===== src/rtl/slice_detector_multi.sv =====
// slice_detector_multi
//   Two-hand slice / head-hit / block-miss decision for one block sample per
//   cycle. Two registered stages:
//     S1: swing direction per hand, saber-vs-block and head-vs-obstacle
//         overlap tests; block fields and frame time are carried along.
//     S2: slice/hit/miss decision against per-ID history, per-hand cooldown
//         and last-hit/last-miss IDs; pulses and the sliced-block copy are
//         registered here, so a sample at cycle N yields pulses at N+2.
//   Handshake: blk_valid_in qualifies the block fields for one cycle. There
//   is no ready; every valid sample is consumed (no backpressure).
// Ports
//   clk_in, rst_n_in            clock, asynchronous active-low reset
//   curr_time                   frame timestamp
//   blk_valid_in                block fields valid this cycle
//   block_x/y/z, block_visible, block_color, block_obstacle,
//   block_direction, block_ID   block sample
//   prev_/curr_ l/r _x/_y       saber-top positions, previous and current
//   head_x, head_y              head position
//   slice_out, slice_hand_out   slice pulse, hand (0 left, 1 right)
//   block_*_out                 copy of the last sliced block (held)
//   hit_out, miss_out           head-hit pulse, block-miss pulse
module slice_detector_multi #(
  parameter int MOVE_THRESH = 32,
  parameter int HIT_HALF    = 100,
  parameter int SLICE_Z_MAX = 600,
  parameter int HEAD_HALF   = 150,
  parameter int HEAD_Z_MAX  = 200,
  parameter int HIST_DEPTH  = 4,
  parameter bit COLOR_MATCH = 1'b1
) (
  input  logic        clk_in,
  input  logic        rst_n_in,
  input  logic [17:0] curr_time,
  input  logic        blk_valid_in,
  input  logic [11:0] block_x,
  input  logic [11:0] block_y,
  input  logic [13:0] block_z,
  input  logic        block_visible,
  input  logic        block_color,
  input  logic        block_obstacle,
  input  logic [2:0]  block_direction,
  input  logic [7:0]  block_ID,
  input  logic [11:0] prev_l_x,
  input  logic [11:0] prev_l_y,
  input  logic [11:0] curr_l_x,
  input  logic [11:0] curr_l_y,
  input  logic [11:0] prev_r_x,
  input  logic [11:0] prev_r_y,
  input  logic [11:0] curr_r_x,
  input  logic [11:0] curr_r_y,
  input  logic [11:0] head_x,
  input  logic [11:0] head_y,
  output logic        slice_out,
  output logic        slice_hand_out,
  output logic [11:0] block_x_out,
  output logic [11:0] block_y_out,
  output logic [13:0] block_z_out,
  output logic        block_color_out,
  output logic [2:0]  block_direction_out,
  output logic [7:0]  block_ID_out,
  output logic        hit_out,
  output logic        miss_out
);

  localparam logic [2:0] DIR_UP    = 3'd0;
  localparam logic [2:0] DIR_RIGHT = 3'd1;
  localparam logic [2:0] DIR_DOWN  = 3'd2;
  localparam logic [2:0] DIR_LEFT  = 3'd3;
  localparam logic [2:0] DIR_ANY   = 3'd4;

  localparam int PTR_W = $clog2(HIST_DEPTH);

  localparam logic [12:0] MOVE_T  = 13'(MOVE_THRESH);
  localparam logic [12:0] HIT_T   = 13'(HIT_HALF);
  localparam logic [12:0] HEAD_T  = 13'(HEAD_HALF);
  localparam logic [13:0] SLICE_Z = 14'(SLICE_Z_MAX);
  localparam logic [13:0] HEAD_Z  = 14'(HEAD_Z_MAX);

  // Differences are taken on zero-extended operands in 13-bit signed, so
  // positions near 0 or 4095 never wrap.
  function automatic logic signed [12:0] diff13(input logic [11:0] a,
                                                input logic [11:0] b);
    return $signed({1'b0, a}) - $signed({1'b0, b});
  endfunction

  function automatic logic [12:0] abs13(input logic signed [12:0] d);
    logic [12:0] r;
    r = d[12] ? 13'(-d) : 13'(d);
    return r;
  endfunction

  // Dominant-axis swing direction; equal magnitudes give ANY.
  function automatic logic [2:0] swing_dir(input logic [11:0] px,
                                           input logic [11:0] py,
                                           input logic [11:0] cx,
                                           input logic [11:0] cy);
    logic signed [12:0] dx, dy;
    logic [12:0] ax, ay;
    logic [2:0] d;
    dx = diff13(cx, px);
    dy = diff13(cy, py);
    ax = abs13(dx);
    ay = abs13(dy);
    if (ax >= MOVE_T && ax > ay)      d = dx[12] ? DIR_LEFT : DIR_RIGHT;
    else if (ay >= MOVE_T && ay > ax) d = dy[12] ? DIR_UP : DIR_DOWN;
    else                              d = DIR_ANY;
    return d;
  endfunction

  function automatic logic box_hit(input logic [11:0] ax, input logic [11:0] ay,
                                   input logic [11:0] bx, input logic [11:0] by,
                                   input logic [12:0] half);
    return (abs13(diff13(ax, bx)) <= half) && (abs13(diff13(ay, by)) <= half);
  endfunction

  // ---------------- S1 ----------------
  logic        s1_valid;
  logic [17:0] s1_time;
  logic [11:0] s1_x, s1_y;
  logic [13:0] s1_z;
  logic        s1_visible, s1_color, s1_obstacle;
  logic [2:0]  s1_direction;
  logic [7:0]  s1_id;
  logic [2:0]  s1_dir_l, s1_dir_r;
  logic        s1_ovl_l, s1_ovl_r, s1_head_ovl;

  always_ff @(posedge clk_in or negedge rst_n_in) begin
    if (!rst_n_in) begin
      s1_valid     <= 1'b0;
      s1_time      <= '0;
      s1_x         <= '0;
      s1_y         <= '0;
      s1_z         <= '0;
      s1_visible   <= 1'b0;
      s1_color     <= 1'b0;
      s1_obstacle  <= 1'b0;
      s1_direction <= DIR_UP;
      s1_id        <= '0;
      s1_dir_l     <= DIR_ANY;
      s1_dir_r     <= DIR_ANY;
      s1_ovl_l     <= 1'b0;
      s1_ovl_r     <= 1'b0;
      s1_head_ovl  <= 1'b0;
    end else begin
      s1_valid     <= blk_valid_in;
      s1_time      <= curr_time;
      s1_x         <= block_x;
      s1_y         <= block_y;
      s1_z         <= block_z;
      s1_visible   <= block_visible;
      s1_color     <= block_color;
      s1_obstacle  <= block_obstacle;
      s1_direction <= block_direction;
      s1_id        <= block_ID;
      s1_dir_l     <= swing_dir(prev_l_x, prev_l_y, curr_l_x, curr_l_y);
      s1_dir_r     <= swing_dir(prev_r_x, prev_r_y, curr_r_x, curr_r_y);
      s1_ovl_l     <= box_hit(block_x, block_y, curr_l_x, curr_l_y, HIT_T);
      s1_ovl_r     <= box_hit(block_x, block_y, curr_r_x, curr_r_y, HIT_T);
      s1_head_ovl  <= box_hit(block_x, block_y, head_x, head_y, HEAD_T);
    end
  end

  // ---------------- S2 state ----------------
  logic [7:0]            hist_id [HIST_DEPTH];
  logic [HIST_DEPTH-1:0] hist_vld;
  logic [PTR_W-1:0]      hist_wptr;
  logic [17:0]           last_slice_time;
  logic [2:0]            cool_l, cool_r;
  logic [7:0]            last_hit_id, last_miss_id;
  logic                  last_hit_vld, last_miss_vld;

  // The history is written on the same edge that registers slice_out, so
  // the very next sample already sees the new entry: a back-to-back
  // repeat of the same ID is rejected without a separate forwarding path.
  logic in_hist;
  always_comb begin
    in_hist = 1'b0;
    for (int i = 0; i < HIST_DEPTH; i++) begin
      if (hist_vld[i] && hist_id[i] == s1_id) in_hist = 1'b1;
    end
  end

  logic qual_l, qual_r, slice_now, hit_now, miss_now;
  always_comb begin
    qual_l = (s1_dir_l != DIR_ANY) &&
             (s1_direction == DIR_ANY || s1_dir_l == s1_direction) &&
             s1_ovl_l && (cool_l == 3'd0) &&
             (!COLOR_MATCH || s1_color == 1'b0);
    qual_r = (s1_dir_r != DIR_ANY) &&
             (s1_direction == DIR_ANY || s1_dir_r == s1_direction) &&
             s1_ovl_r && (cool_r == 3'd0) &&
             (!COLOR_MATCH || s1_color == 1'b1);
    slice_now = s1_valid && s1_visible && !s1_obstacle && (s1_z <= SLICE_Z) &&
                !in_hist && (s1_time != last_slice_time) && (qual_l || qual_r);
    hit_now   = s1_valid && s1_visible && s1_obstacle && (s1_z <= HEAD_Z) &&
                s1_head_ovl && !(last_hit_vld && last_hit_id == s1_id);
    // A z==0 block that is being sliced right now is not also a miss.
    miss_now  = s1_valid && s1_visible && !s1_obstacle && (s1_z == 14'd0) &&
                !in_hist && !(last_miss_vld && last_miss_id == s1_id) &&
                !slice_now;
  end

  // Left wins when both hands qualify.
  logic slice_hand;
  assign slice_hand = !qual_l;

  always_ff @(posedge clk_in) begin
    if (slice_now) hist_id[hist_wptr] <= s1_id;
  end

  always_ff @(posedge clk_in or negedge rst_n_in) begin
    if (!rst_n_in) begin
      hist_vld            <= '0;
      hist_wptr           <= '0;
      last_slice_time     <= '0;
      cool_l              <= '0;
      cool_r              <= '0;
      last_hit_id         <= '0;
      last_hit_vld        <= 1'b0;
      last_miss_id        <= '0;
      last_miss_vld       <= 1'b0;
      slice_out           <= 1'b0;
      slice_hand_out      <= 1'b0;
      block_x_out         <= '0;
      block_y_out         <= '0;
      block_z_out         <= '0;
      block_color_out     <= 1'b0;
      block_direction_out <= '0;
      block_ID_out        <= '0;
      hit_out             <= 1'b0;
      miss_out            <= 1'b0;
    end else begin
      slice_out <= slice_now;
      hit_out   <= hit_now;
      miss_out  <= miss_now;

      if (cool_l != 3'd0) cool_l <= cool_l - 3'd1;
      if (cool_r != 3'd0) cool_r <= cool_r - 3'd1;

      if (slice_now) begin
        hist_vld[hist_wptr] <= 1'b1;
        hist_wptr           <= hist_wptr + 1'b1;
        last_slice_time     <= s1_time;
        slice_hand_out      <= slice_hand;
        block_x_out         <= s1_x;
        block_y_out         <= s1_y;
        block_z_out         <= s1_z;
        block_color_out     <= s1_color;
        block_direction_out <= s1_direction;
        block_ID_out        <= s1_id;
        if (slice_hand) cool_r <= 3'd7;
        else            cool_l <= 3'd7;
      end

      if (hit_now) begin
        last_hit_id  <= s1_id;
        last_hit_vld <= 1'b1;
      end
      if (miss_now) begin
        last_miss_id  <= s1_id;
        last_miss_vld <= 1'b1;
      end
    end
  end

endmodule


===== config.mk =====
export PLATFORM = sky130hd
export DESIGN_NAME = slice_detector_multi
export DESIGN_NICKNAME = d
export VERILOG_FILES = /design/src/rtl/slice_detector_multi.sv
export SDC_FILE = /design/constraint.sdc
export NUM_CORES = 1
export LEC_CHECK = 0
export BUFFER_PORTS_ARGS = -buffer_cell sky130_fd_sc_hd__buf_4
export CAP_MARGIN = 30
export CORE_UTILIZATION = 45
export DETAILED_ROUTE_END_ITERATION = 7
export PLACE_DENSITY = 0.63
export RECOVER_POWER = 25
export SLEW_MARGIN = 0
export SYNTH_ARGS = -nofsm -noshare
export SYNTH_HDL_FRONTEND = slang
export SYNTH_SLANG_ARGS = --single-unit
export TNS_END_PERCENT = 50

===== constraint.sdc =====
create_clock -name clk_in -period 4.7 [get_ports clk_in]
set_input_delay 0.705 -clock clk_in [delete_from_list [all_inputs] [get_ports clk_in]]
set_output_delay 0.705 -clock clk_in [all_outputs]
set_load 0.005 [all_outputs]

==> summary.md, run 1 <==
| Metric | Value |
|---|---|
| Outcome | `finished, violations left` |
| Failing checks | `max-capacitance violations, max-slew violations` |
| Vias in the first global route | `13,801` |
| Cell mode on critical path | `o21ai_0` |
| Synth Flop Type | `dfrtp_1` |
| Yosys warns | `0` |
| Storage element area | `5518 um2` |
| Full die area | `38,070 um2` |
| Post-synthesis register bit count | `214` |
| Setup bufs post-CTS | `0` |
| Cell Chain, Critical Path | `buf_4 > ha_1 > fa_1 > nor2b_1 > o2111ai_1 > a31oi_1 > o22ai_1 > o21ai_1 > o21ai_0 > ha_1 > nor2b_1 > o21ai_0 > nand2b_1 > a21oi_1 > o21ai_0 > a31oi_1 > o21ai_0 > o2111ai_1 > nand3_1 > a31oi_1 > o2bb2ai_1` |
| Initial Util | `0.4573` |
| CP Capture Type | `flop` |
| R2R Path Start | `s1_id[2]` |
| Headroom to the max-slew limit | `-0.7412` |
| Area taken by multi-input logic gates | `10,490 um2` |
| Pint | `3.865 mW` |
| CP max FO | `5` |
| Average cell area after synthesis | `9.304 um2` |
| Area growth syn-to-layout | `18.70%` |
| Crit path max-delay family | `compound AO/OA/AOI/OAI gates` |
| CTS tree | `done` |
| Switching Share | `0.3451` |
| # nets final | `2,443` |
| Worst hold path endpoint | `s1_z[5]` |
| Slew Viols, Final | `104` |
| Clock Tree Buf Depth | `3` |
| # setup viols final | `0` |
| Clk sinks | `214` |
| Setup tns final | `0 ps` |
| Core region area | `36,700 um2` |
| Grt total ovfl | `0` |
| Final-report hold violation count | `0` |
| P_leak | `9.647 nW` |
| Synth area leaders | `dfrtp_1, ha_1, xor2_1, edfxtp_1, mux2_1` |
| Synth Instances | `1,804` |
| Worst Tran Pin Value | `2612 ps` |
| Initial antenna violation count | `6` |
| Total Routing Usage GR | `0.2211` |
| Worst hold path type | `input pin to flop` |
| Area leader, netlist | `dfrtp_1` |
| CP max stage cell | `fa_1` |
| Cts hold-fix bufs | `0` |
| Root Driver | `clkbuf_16` |
| Startpoint types | `input pin` |
| Seq pwr share | `0.344` |
| Drt drc | `0` |
| Crit path buf inv count | `1` |
| Hold depth | `1` |
| DR pass1 iterations | `5` |
| Most common cell after layout, fill and taps aside | `buf_4` |
| Die Y | `195.1 um` |
| Commonest non-fill, non-tap cells in the layout | `buf_4, dfrtp_1, inv_1` |
| F_max | `237.3 MHz` |
| RSZ-0062 raised after global routing | `false` |
| Arr. time, crit path | `4650 ps` |
| Via density | `5.444` |
| Clock share of power | `0.279` |
| Pre-CTS setup slack | `-34.81 ps` |
| Die X-Extent | `195.1 um` |
| # IOs | `247` |
| Flop-to-flop setup slack | `940 ps` |
| Post-synthesis sequential area ratio | `0.3288` |
| Post-cts sizing count | `0` |
| Minimum clock period | `4215 ps` |
| Clk_lat worst skew | `530 ps` |
| Std-Cell Rows | `70` |
| Total CTS buffers | `23` |
| Max-Cap Viols | `1` |
| Top-area cell type share of the netlist area | `0.2684` |
| P per Cell Area | `296.2 nW/um2` |
| DR WL/cell | `16.58 um` |
| Placement Cell Area | `19,350 um2` |
| Switching power | `2.037 mW` |
| WP data required | `5140 ps` |
| Critical Path Max Stage Delay | `430 ps` |
| Fillers | `3,447` |
| Synthesized Nets | `2,163` |
| Share of cells above drive strength 1 | `0.1623` |
| WL final | `42,650 um` |
| Type of the worst setup path | `input pin to flop` |
| Tcrit/Tclk final | `0.8967` |
| Reg2Reg Depth | `10` |
| Number of synthesized flops with an enable pin | `32` |
| Hold Startpoint | `block_z[5]` |
| VDD IR max | `0.1976 mV` |
| Placer Congestion | `0.8603` |
| Overall Power | `5.902 mW` |
| First-pass GRT wire length | `68,420 um` |
| Post-DP HPWL | `34,170 um` |
| Count of different cell masters after synthesis | `89` |
| Initial DRC Count | `483` |
| Post-synth ARST share | `0.8505` |
| Worst clock skew | `19.43 ps` |
| Post-Synthesis Cell Area | `16,780 um2` |
| Port bufs | `246` |
| Number of H-tree levels | `1` |
| Post-route ant nets | `0` |
| Worst reg2reg path endpoint | `hist_id[3][4]` |
| Setup ws final | `485.5 ps` |
| Combinational share of power | `0.377` |
| Pin count of the biggest net entering global routing | `104` |
| Post-Layout Inst Area | `19,920 um2` |
| Via count | `14,002` |
| Clock Pin Slew Worst Setup and Hold Paths | `60 ps` |
stage by stage:
step	hold slack, ps	instances	utilization
3_3_place_gp	436.4	2527	0.5274
2_1_floorplan	409.4	1804	-
3_5_place_dp	441.2	2527	0.5274
4_1_cts	250.3	2569	0.5460
6_report	301.1	2572	0.5429
5_1_grt	282.0	2571	0.5428
synth_stat cells, drive strengths merged (10+ instances only):
| master | count |
|---|---|
| dfrtp | 180 |
| inv | 165 |
| ha | 156 |
| nor2 | 118 |
| xor2 | 114 |
| a21oi | 101 |
| o21ai | 90 |
| nand2 | 85 |
| xnor2 | 85 |
| mux2 | 84 |
| nor3 | 45 |
| nor2b | 36 |
| nand3 | 34 |
| a21o | 33 |
| edfxtp | 32 |
| o21a | 28 |
| nand2b | 27 |
| or3 | 25 |
| or2 | 24 |
| and2 | 21 |
| and3 | 21 |
| a31oi | 20 |
| nand4 | 20 |
| o211ai | 20 |
| nor4 | 18 |
| buf | 16 |
| a211oi | 15 |
| clkbuf | 14 |
| fa | 10 |
| o2111ai | 10 |
| o21bai | 10 |
cell type report:
class / count / area share
timing repair buffer: 285 / 0.1016
tap: 468 / 0.02939
clock buffer: 28 / 0.02983
multi-input combinational: 1395 / 0.5264
inverter: 165 / 0.03109
antenna: 3 / 0.0003768
sequential: 214 / 0.2770
clock inverter: 14 / 0.004334
worst max path at each step:
stage                      startpoint           to  cells past startpoint
after floorplan           curr_l_x[0]  s1_dir_l[1]                     22
after global placement    prev_l_x[0]  s1_dir_l[1]                     21
after detailed placement  curr_r_y[0]  s1_dir_r[1]                     20
after CTS                 prev_l_x[0]  s1_dir_l[1]                     21
after global routing      prev_l_x[0]  s1_dir_l[1]                     21
final                     prev_l_x[0]  s1_dir_l[1]                     21
sequential cells by signal, indices dropped and copies added (netlist names), 8 cells and up:
name / cells
block_ID_out: 8
block_x_out: 12
block_y_out: 12
block_z_out: 14
hist_id: 32
last_hit_id: 8
last_miss_id: 8
last_slice_time: 18
s1_id: 8
s1_time: 18
s1_x: 12
s1_y: 12
s1_z: 14
cell families after synthesis:
group	synth area share
AO/OA/AOI/OAI	0.1653
multiplexers	0.06173
buffers and inverters	0.04689
adder cells (fa/ha/maj)	0.1288
AND/OR/NAND/NOR	0.1642
XOR/XNOR	0.1043
flip-flops	0.3288
power by group through the flow:
stage                     combinational (mW)  clock [mW]  sequential [mW]
after floorplan                         1.62           0             2.04
after global placement                  2.17           0             2.06
after detailed placement                2.23           0             2.07
after CTS                               2.24        1.71             2.03
after global routing                    2.51        1.76             2.04
final                                   2.23        1.64             2.03
routing by layer:
layer,up-vias,GRT usage,routed length (um)
li1,7048,-,-
met1,6589,0.2727,18780
met5,-,0,45
met2,288,0.3918,20630
met3,71,0.02867,1730
met4,6,0.08311,1471
(Power assumes the default switching activity.)
==> inputs of run 2 (changes only) <==
--- a/config.mk
+++ b/config.mk
@@ -5,6 +5,7 @@
 export SDC_FILE = /design/constraint.sdc
 export NUM_CORES = 1
 export LEC_CHECK = 0
+export ABC_AREA = 1
 export BUFFER_PORTS_ARGS = -buffer_cell sky130_fd_sc_hd__buf_4
 export CAP_MARGIN = 30
 export CORE_UTILIZATION = 45
==> summary.md, run 2 <==
| Metric | Value |
|---|---|
| Total Routing Usage GR | `0.2428 (+0.02175)` |
| Arr. time, crit path | `4030 ps (-620 ps)` |
| Die Y | `202.9 um (+4.0%)` |
| Via count | `17,187 (+23%)` |
| Initial Util | `0.4570 (about the same)` |
| Pin count of the biggest net entering global routing | `113 (+8.7%)` |
| # setup viols final | `0 (unchanged)` |
| Most common cell after layout, fill and taps aside | `nand2_1` |
| Worst hold path type | `input pin to flop` |
| Total CTS buffers | `24 (+4.3%)` |
| Post-cts sizing count | `0 (unchanged)` |
| # IOs | `247 (unchanged)` |
| Number of H-tree levels | `1 (unchanged)` |
| Initial antenna violation count | `1 (-5)` |
| Synth Instances | `2,593 (+44%)` |
| Diodes inserted | `0 (-3)` |
| Post-synthesis register bit count | `214 (unchanged)` |
| DR WL/cell | `14.69 um (-11%)` |
| Number of synthesized flops with an enable pin | `32 (unchanged)` |
| Full die area | `41,150 um2 (+8.1%)` |
| Post-route ant nets | `0 (unchanged)` |
| Count of different cell masters after synthesis | `58 (-35%)` |
| Grt total ovfl | `0 (unchanged)` |
| Area growth syn-to-layout | `16.68%` |
| VDD IR max | `0.2487 mV (+26%)` |
| Headroom to the max-slew limit | `-0.8828 (-0.1416)` |
| WL final | `49,640 um (+16%)` |
| P_leak | `11.57 nW (+20%)` |
| Max-Cap Viols | `1 (unchanged)` |
| Commonest non-fill, non-tap cells in the layout | `nand2_1, inv_1, nor2_1` |
| Synthesized Nets | `2,952 (+36%)` |
| Top cells by count, synth | `nand2_1, inv_1, nor2_1` |
| Most instantiated library cell after synthesis | `nand2_1` |
| Minimum clock period | `3610 ps (-604.3 ps)` |
| Core region area | `39,730 um2 (+8.3%)` |
| CP max FO | `13 (+8)` |
| WP data required | `5120 ps (-20 ps)` |
| Synth area leaders | `dfrtp_1, nand2_1, ha_1, inv_1, edfxtp_1` |
| Initial DRC Count | `750 (+55%)` |
| Top-area cell type share of the netlist area | `0.2481 (-0.02029)` |
| Fillers | `3,990 (+16%)` |
| Top flop regs | `hist_id: 32 flops, last_slice_time: 18 flops, s1_time: 18 flops` |
| P per Cell Area | `287.8 nW/um2 (-2.9%)` |
| Clock Tree Buf Depth | `3 (unchanged)` |
| Synth Flop Type | `dfrtp_1` |
| Worst clock skew | `21.89 ps (+2.467 ps)` |
| Cts hold-fix bufs | `0 (unchanged)` |
| Setup bufs post-CTS | `0 (unchanged)` |
| Startpoint types | `input pin` |
| Clock Pin Slew Worst Setup and Hold Paths | `70 ps (about the same)` |
| RSZ-0062 raised after global routing | `false` |
| Clk sinks | `214 (unchanged)` |
| Vias in the first global route | `16,727 (+21%)` |
| Setup tns final | `0 ps (unchanged)` |
| F_max | `277.0 MHz (+17%)` |
| Outcome | `finished, violations left` |
| DR pass1 iterations | `5 (unchanged)` |
| # nets final | `3,197 (+31%)` |
| Slew Viols, Final | `113 (+8.7%)` |
| Placed insts | `3,337 (+32%)` |
| Worst Tran Pin Value | `2824 ps (+212.4 ps)` |
| Post-synthesis sequential area ratio | `0.3039 (-0.02485)` |
| Post-Synthesis Cell Area | `18,160 um2 (+8.2%)` |
| CP Capture Type | `flop` |
| Clk_lat worst skew | `530 ps (about the same)` |
| Via density | `5.086 (-6.6%)` |
| Post-DP HPWL | `40,450 um (+18%)` |
| Port bufs | `246 (unchanged)` |
| Overall Power | `6.097 mW (+3.3%)` |
| Yosys warns | `0 (unchanged)` |
| Failing checks | `max-capacitance violations, max-slew violations` |
| Final-report hold violation count | `0 (unchanged)` |
| Post-synth ARST share | `0.8505 (unchanged)` |
| Max reg flops | `32 (unchanged)` |
| First-pass GRT wire length | `81,770 um (+20%)` |
| Placer Congestion | `0.8904 (+3.5%)` |
| Average cell area after synthesis | `7.002 um2 (-25%)` |
| Area leader, netlist | `dfrtp_1` |
| Largest register by flop count | `hist_id` |
| Tcrit/Tclk final | `0.7681 (-0.1286)` |
| Die X-Extent | `202.9 um (+4.0%)` |
| Fin cells | `3,379 (+31%)` |
| Root Driver | `clkbuf_16` |
| Std-Cell Rows | `73 (+4.3%)` |
| Type of the worst setup path | `input pin to flop` |
| Share of cells above drive strength 1 | `0.1195 (-0.04282)` |
| CTS tree | `done` |
| Drt drc | `0 (unchanged)` |
==> run 2: cell count changes after synthesis, sizes merged, moves of 25 or more <==
| cell | delta |
|---|---|
| nand2 | +651 |
| xnor2 | -43 |
| o21a | -28 |
| nor2 | +117 |
| nand2b | -27 |
| nand3 | +166 |
| or3 | -25 |
| mux2 | -84 |
| inv | +268 |
| nor2b | -36 |
| nand4 | +47 |
==> run 2: layout make-up <==
cell class | instances | area, um2 | share of cell area
Timing Repair Buffer | 251 | 1792 | 0.08457
Clock inverter | 8 | 53.80 | 0.002540
Clock buffer | 34 | 689.4 | 0.03254
Inverter | 433 | 1628 | 0.07684
Tap cell | 525 | 656.9 | 0.03101
Multi-Input combinational cell | 1914 | 10850 | 0.5120
Sequential cell | 214 | 5518 | 0.2605
==> run 2: kinds of logic after synthesis <==
family / share of synthesized area
and+or+nand+nor: 0.3127
buffers and inverters: 0.09903
AOI/OAI and AO/OA: 0.09172
DFF: 0.3039
adders and majority gates: 0.1185
xor gates and xnor gates: 0.07408
==> run 2: final timing paths <==
path                                     from                  end  slack, ps  cells after the start
min                        block_direction[2]      s1_direction[2]        300                      1
max in group asynchronous            rst_n_in              s1_y[6]       1890                      2
min reg2reg                           s1_x[2]       block_x_out[2]        420                      2
max reg2reg                          s1_id[7]  last_slice_time[11]       1270                     11
max                               prev_l_y[5]          s1_dir_l[1]       1090                     21
min in group asynchronous            rst_n_in  last_slice_time[14]       1060                      1
==> run 2: critical path: stages <==
cell	delay, ps
buf_4	70
inv_1	30
ha_1	340
a21oi_1	290
nor2_1	90
o21ai_1	120
and3_1	440
inv_1	210
nor2_1	150
xor2_1	160
inv_1	60
ha_1	280
a21o_1	180
a21oi_1	110
o21ai_0	110
a21oi_1	160
o221ai_1	150
nand4_1	160
nand2_1	80
nand3_1	70
nand2_1	50
==> run 2: layer usage <==
layer	vias up	wire length [um]	track usage
met2	370	24090	0.4313
met1	7935	22350	0.3146
li1	8816	-	-
met5	-	13	0
met4	2	1086	0.06257
met3	64	2097	0.02279
==> run 2: report_power, final <==
part	internal, mW	total (mW)	switching (mW)
sequential	1.97	2.03	0.0639
combinational	0.858	2.28	1.42
clock	1.02	1.78	0.762
total	3.85	6.10	2.25
==> run 2: stage by stage <==
step / setup WS (ps) / util / hold slack [ps] / area [um2]
after detailed placement: 543.9 / 0.5170 / 425.6 / 20540
after CTS: 1124 / 0.5357 / 257.0 / 21280
after floorplan: 1026 / - / 409.4 / 18160
after global routing: 654.0 / 0.5332 / 285.8 / 21190
final: 1090 / 0.5332 / 303.4 / 21190
after global placement: 662.7 / 0.5170 / 421.5 / 20540
==> inputs of run 3 (changes only) <==
--- a/config.mk
+++ b/config.mk
@@ -10,7 +10,7 @@
 export CAP_MARGIN = 30
 export CORE_UTILIZATION = 45
 export DETAILED_ROUTE_END_ITERATION = 7
-export PLACE_DENSITY = 0.63
+export PLACE_DENSITY = 0.65
 export RECOVER_POWER = 25
 export SLEW_MARGIN = 0
 export SYNTH_ARGS = -nofsm -noshare
==> constraint.sdc (replaced) <==
create_clock -name clk_in -period 3.2 [get_ports clk_in]
set_input_delay 0.48 -clock clk_in [delete_from_list [all_inputs] [get_ports clk_in]]
set_output_delay 0.48 -clock clk_in [all_outputs]
set_load 0.005 [all_outputs]
==> summary.md, run 3 (same netlist as run 2, synthesis figures left out) <==
| Metric | Value |
|---|---|
| Worst Tran Pin Value | `2032 ps (-792.6 ps)` |
| Clk_lat worst skew | `540 ps (about the same)` |
| Tcrit/Tclk final | `0.9322` |
| WL final | `51,030 um (+2.8%)` |
| Total Routing Usage GR | `0.2463 (+0.003483)` |
| Most common cell after layout, fill and taps aside | `nand2_1` |
| Crit path max-delay family | `simple AND/OR/NAND/NOR gates` |
| Worst hold path type | `input pin to flop` |
| CP max stage cell | `fa_2` |
| Max-Cap Viols | `1 (unchanged)` |
| CP max FO | `3 (-10)` |
| Worst reg2reg path endpoint | `hist_id[3][6]` |
| Outcome | `finished, violations left` |
| Cell mode on critical path | `nand2_1` |
| First-pass GRT wire length | `82,720 um (+1.2%)` |
| Fillers | `3,783 (-5.2%)` |
| R2R Path Start | `s1_id[5]` |
| Diodes inserted | `0 (unchanged)` |
| Full die area | `41,150 um2 (unchanged)` |
| Initial DRC Count | `807 (+7.6%)` |
| # setup viols final | `0 (unchanged)` |
| Commonest non-fill, non-tap cells in the layout | `nand2_1, inv_1, buf_4` |
| Failing checks | `max-capacitance violations, max-slew violations` |
| Via count | `17,959 (+4.5%)` |
| Combinational share of power | `0.402 (+0.028)` |
| DR pass1 iterations | `6 (+1)` |
| Area growth syn-to-layout | `27.43%` |
| Die X-Extent | `202.9 um (unchanged)` |
| Startpoint types | `input pin` |
| Fin Hold WS | `74.84 ps (-228.6 ps)` |
| Hold Startpoint | `block_visible` |
| Worst clock skew | `36.05 ps (+14.16 ps)` |
| Via density | `4.982 (-2.1%)` |
| Final-report hold violation count | `0 (unchanged)` |
| Crit path buf inv count | `4 (unchanged)` |
| Clock share of power | `0.286 (-0.007)` |
| Post-route ant nets | `0 (unchanged)` |
| Worst hold path endpoint | `s1_visible` |
| Pint | `6.227 mW (+62%)` |
| Slew Viols, Final | `77 (-32%)` |
| Flop-to-flop setup slack | `390 ps (-880 ps)` |
| Initial Util | `0.4570 (unchanged)` |
| Post-DP HPWL | `42,130 um (+4.2%)` |
| Placed insts | `3,558 (+6.6%)` |
| Std-Cell Rows | `73 (unchanged)` |
| P per Cell Area | `416.8 nW/um2 (+45%)` |
| VDD IR max | `0.3506 mV (+41%)` |
| Die Y | `202.9 um (unchanged)` |
| Clk sinks | `214 (unchanged)` |
| Initial antenna violation count | `0 (-1)` |
| Type of the worst setup path | `input pin to flop` |
| Switching power | `3.417 mW (+52%)` |
| Pin count of the biggest net entering global routing | `78 (-31%)` |
| # nets final | `3,422 (+7.0%)` |
| F_max | `335.2 MHz` |
| CTS tree | `done` |
| Clock Tree Buf Depth | `3 (unchanged)` |
| Clock Pin Slew Worst Setup and Hold Paths | `70 ps (about the same)` |
| Total CTS buffers | `23 (-4.2%)` |
| Port bufs | `246 (unchanged)` |
| Minimum clock period | `2983 ps` |
| Number of H-tree levels | `1 (unchanged)` |
| Fin cells | `3,605 (+6.7%)` |
| Reg2Reg Depth | `12 (+1)` |
| Placer Congestion | `0.8813 (-1.0%)` |
| Drt drc | `0 (unchanged)` |
| P_leak | `12.72 nW (+9.9%)` |
| Largest register by flop count | `hist_id` |
| Critical Path Max Stage Delay | `540 ps (+100 ps)` |
| Max reg flops | `32 (unchanged)` |
| # IOs | `247 (unchanged)` |
| Hold depth | `1 (unchanged)` |
| Grt total ovfl | `0 (unchanged)` |
| Arr. time, crit path | `3460 ps (-570 ps)` |
| DR WL/cell | `14.16 um (-3.6%)` |
| Switching Share | `0.3543 (-0.01422)` |
| Post-Layout Inst Area | `23,140 um2 (+9.2%)` |
| Root Driver | `clkbuf_16` |
| WP data required | `3680 ps (-1440 ps)` |
| Share of cells above drive strength 1 | `0.1945 (+0.07500)` |
| Vias in the first global route | `17,335 (+3.6%)` |
| Top flop regs | `hist_id: 32 flops, last_slice_time: 18 flops, s1_time: 18 flops` |
| Placement Cell Area | `22,300 um2 (+8.5%)` |
| Core region area | `39,730 um2 (unchanged)` |
| CP Capture Type | `flop` |
| Cell Chain, Critical Path | `buf_4 > inv_1 > ha_2 > fa_2 > ha_1 > a21boi_2 > nand3_2 > nor2_2 > nand3_1 > nor2_2 > inv_1 > nand3_1 > nand2_1 > ha_4 > nand4_1 > o221ai_2 > nand4_1 > nand2_1 > nand2_1 > nand2_1 > inv_1` |
| Headroom to the max-slew limit | `-0.3544 (+0.5284)` |
| Seq pwr share | `0.312 (-0.022)` |
## run 3: through the flow
step | util | worst slack (ps) | power, mW | setup TNS [ps]
after floorplan | - | -185.2 | 5.475 | -475.6
after global placement | 0.5612 | -377.9 | 6.758 | -1862
after detailed placement | 0.5612 | -385.0 | 6.856 | -2367
after CTS | 0.5811 | 176.4 | 9.657 | 0
after global routing | 0.5823 | -71.05 | 10.35 | -166.7
final | 0.5823 | 217.1 | 9.644 | 0
## run 3: layer usage
metal	routed length (um)	GRT usage	vias up
met1	23150	0.3206	8282
met3	1707	0.01830	72
met2	24900	0.4365	329
met4	1276	0.06955	0
met5	0	0	-
li1	-	-	9276
## run 3: worst register-to-register path, delay by kind of cell (launching register included)
family	cells	cell delay (ps)
compound gates	3	530
buf+inv	2	600
flops	1	470
simple gates	7	910
## run 3: power by group through the flow
stage	logic (mW)	clock network [mW]	registers [mW]
CTS	3.83	2.83	3.00
detailed placement	3.80	0	3.05
floorplan	2.48	0	2.99
finish	3.87	2.76	3.01
global route	4.40	2.94	3.01
global placement	3.71	0	3.05
## run 3: area by class of cell
| type | count | area, um2 | area share |
|---|---|---|---|
| Clock buffer | 31 | 646.9 | 0.02796 |
| Clock inverter | 11 | 143.9 | 0.006219 |
| Inverter | 433 | 1640 | 0.07090 |
| Multi-Input combinational cell | 1914 | 10990 | 0.4748 |
| Sequential cell | 214 | 5518 | 0.2385 |
| Tap cell | 525 | 656.9 | 0.02839 |
| Timing Repair Buffer | 477 | 3546 | 0.1533 |
## run 3: worst max-delay path by stage
stage                            from     endpoint  slack [ps]  depth (start not counted)
final                     curr_l_y[0]  s1_dir_l[2]         220                         21
after floorplan           curr_r_y[0]  s1_dir_r[1]        -190                         24
after detailed placement  curr_r_y[0]  s1_dir_r[1]        -380                         24
after global routing      curr_l_y[0]  s1_dir_l[2]         -70                         22
after CTS                 curr_r_y[0]  s1_dir_r[1]         180                         24
after global placement    curr_r_y[0]  s1_dir_r[1]        -380                         24
## run 3: what timing repair did
item,CTS,global route
gates resized for setup,0,24
endpoints found under the setup margin,0,6
hold buffers,0,0
buffers inserted,0,5
hold endpoints to repair,0,0
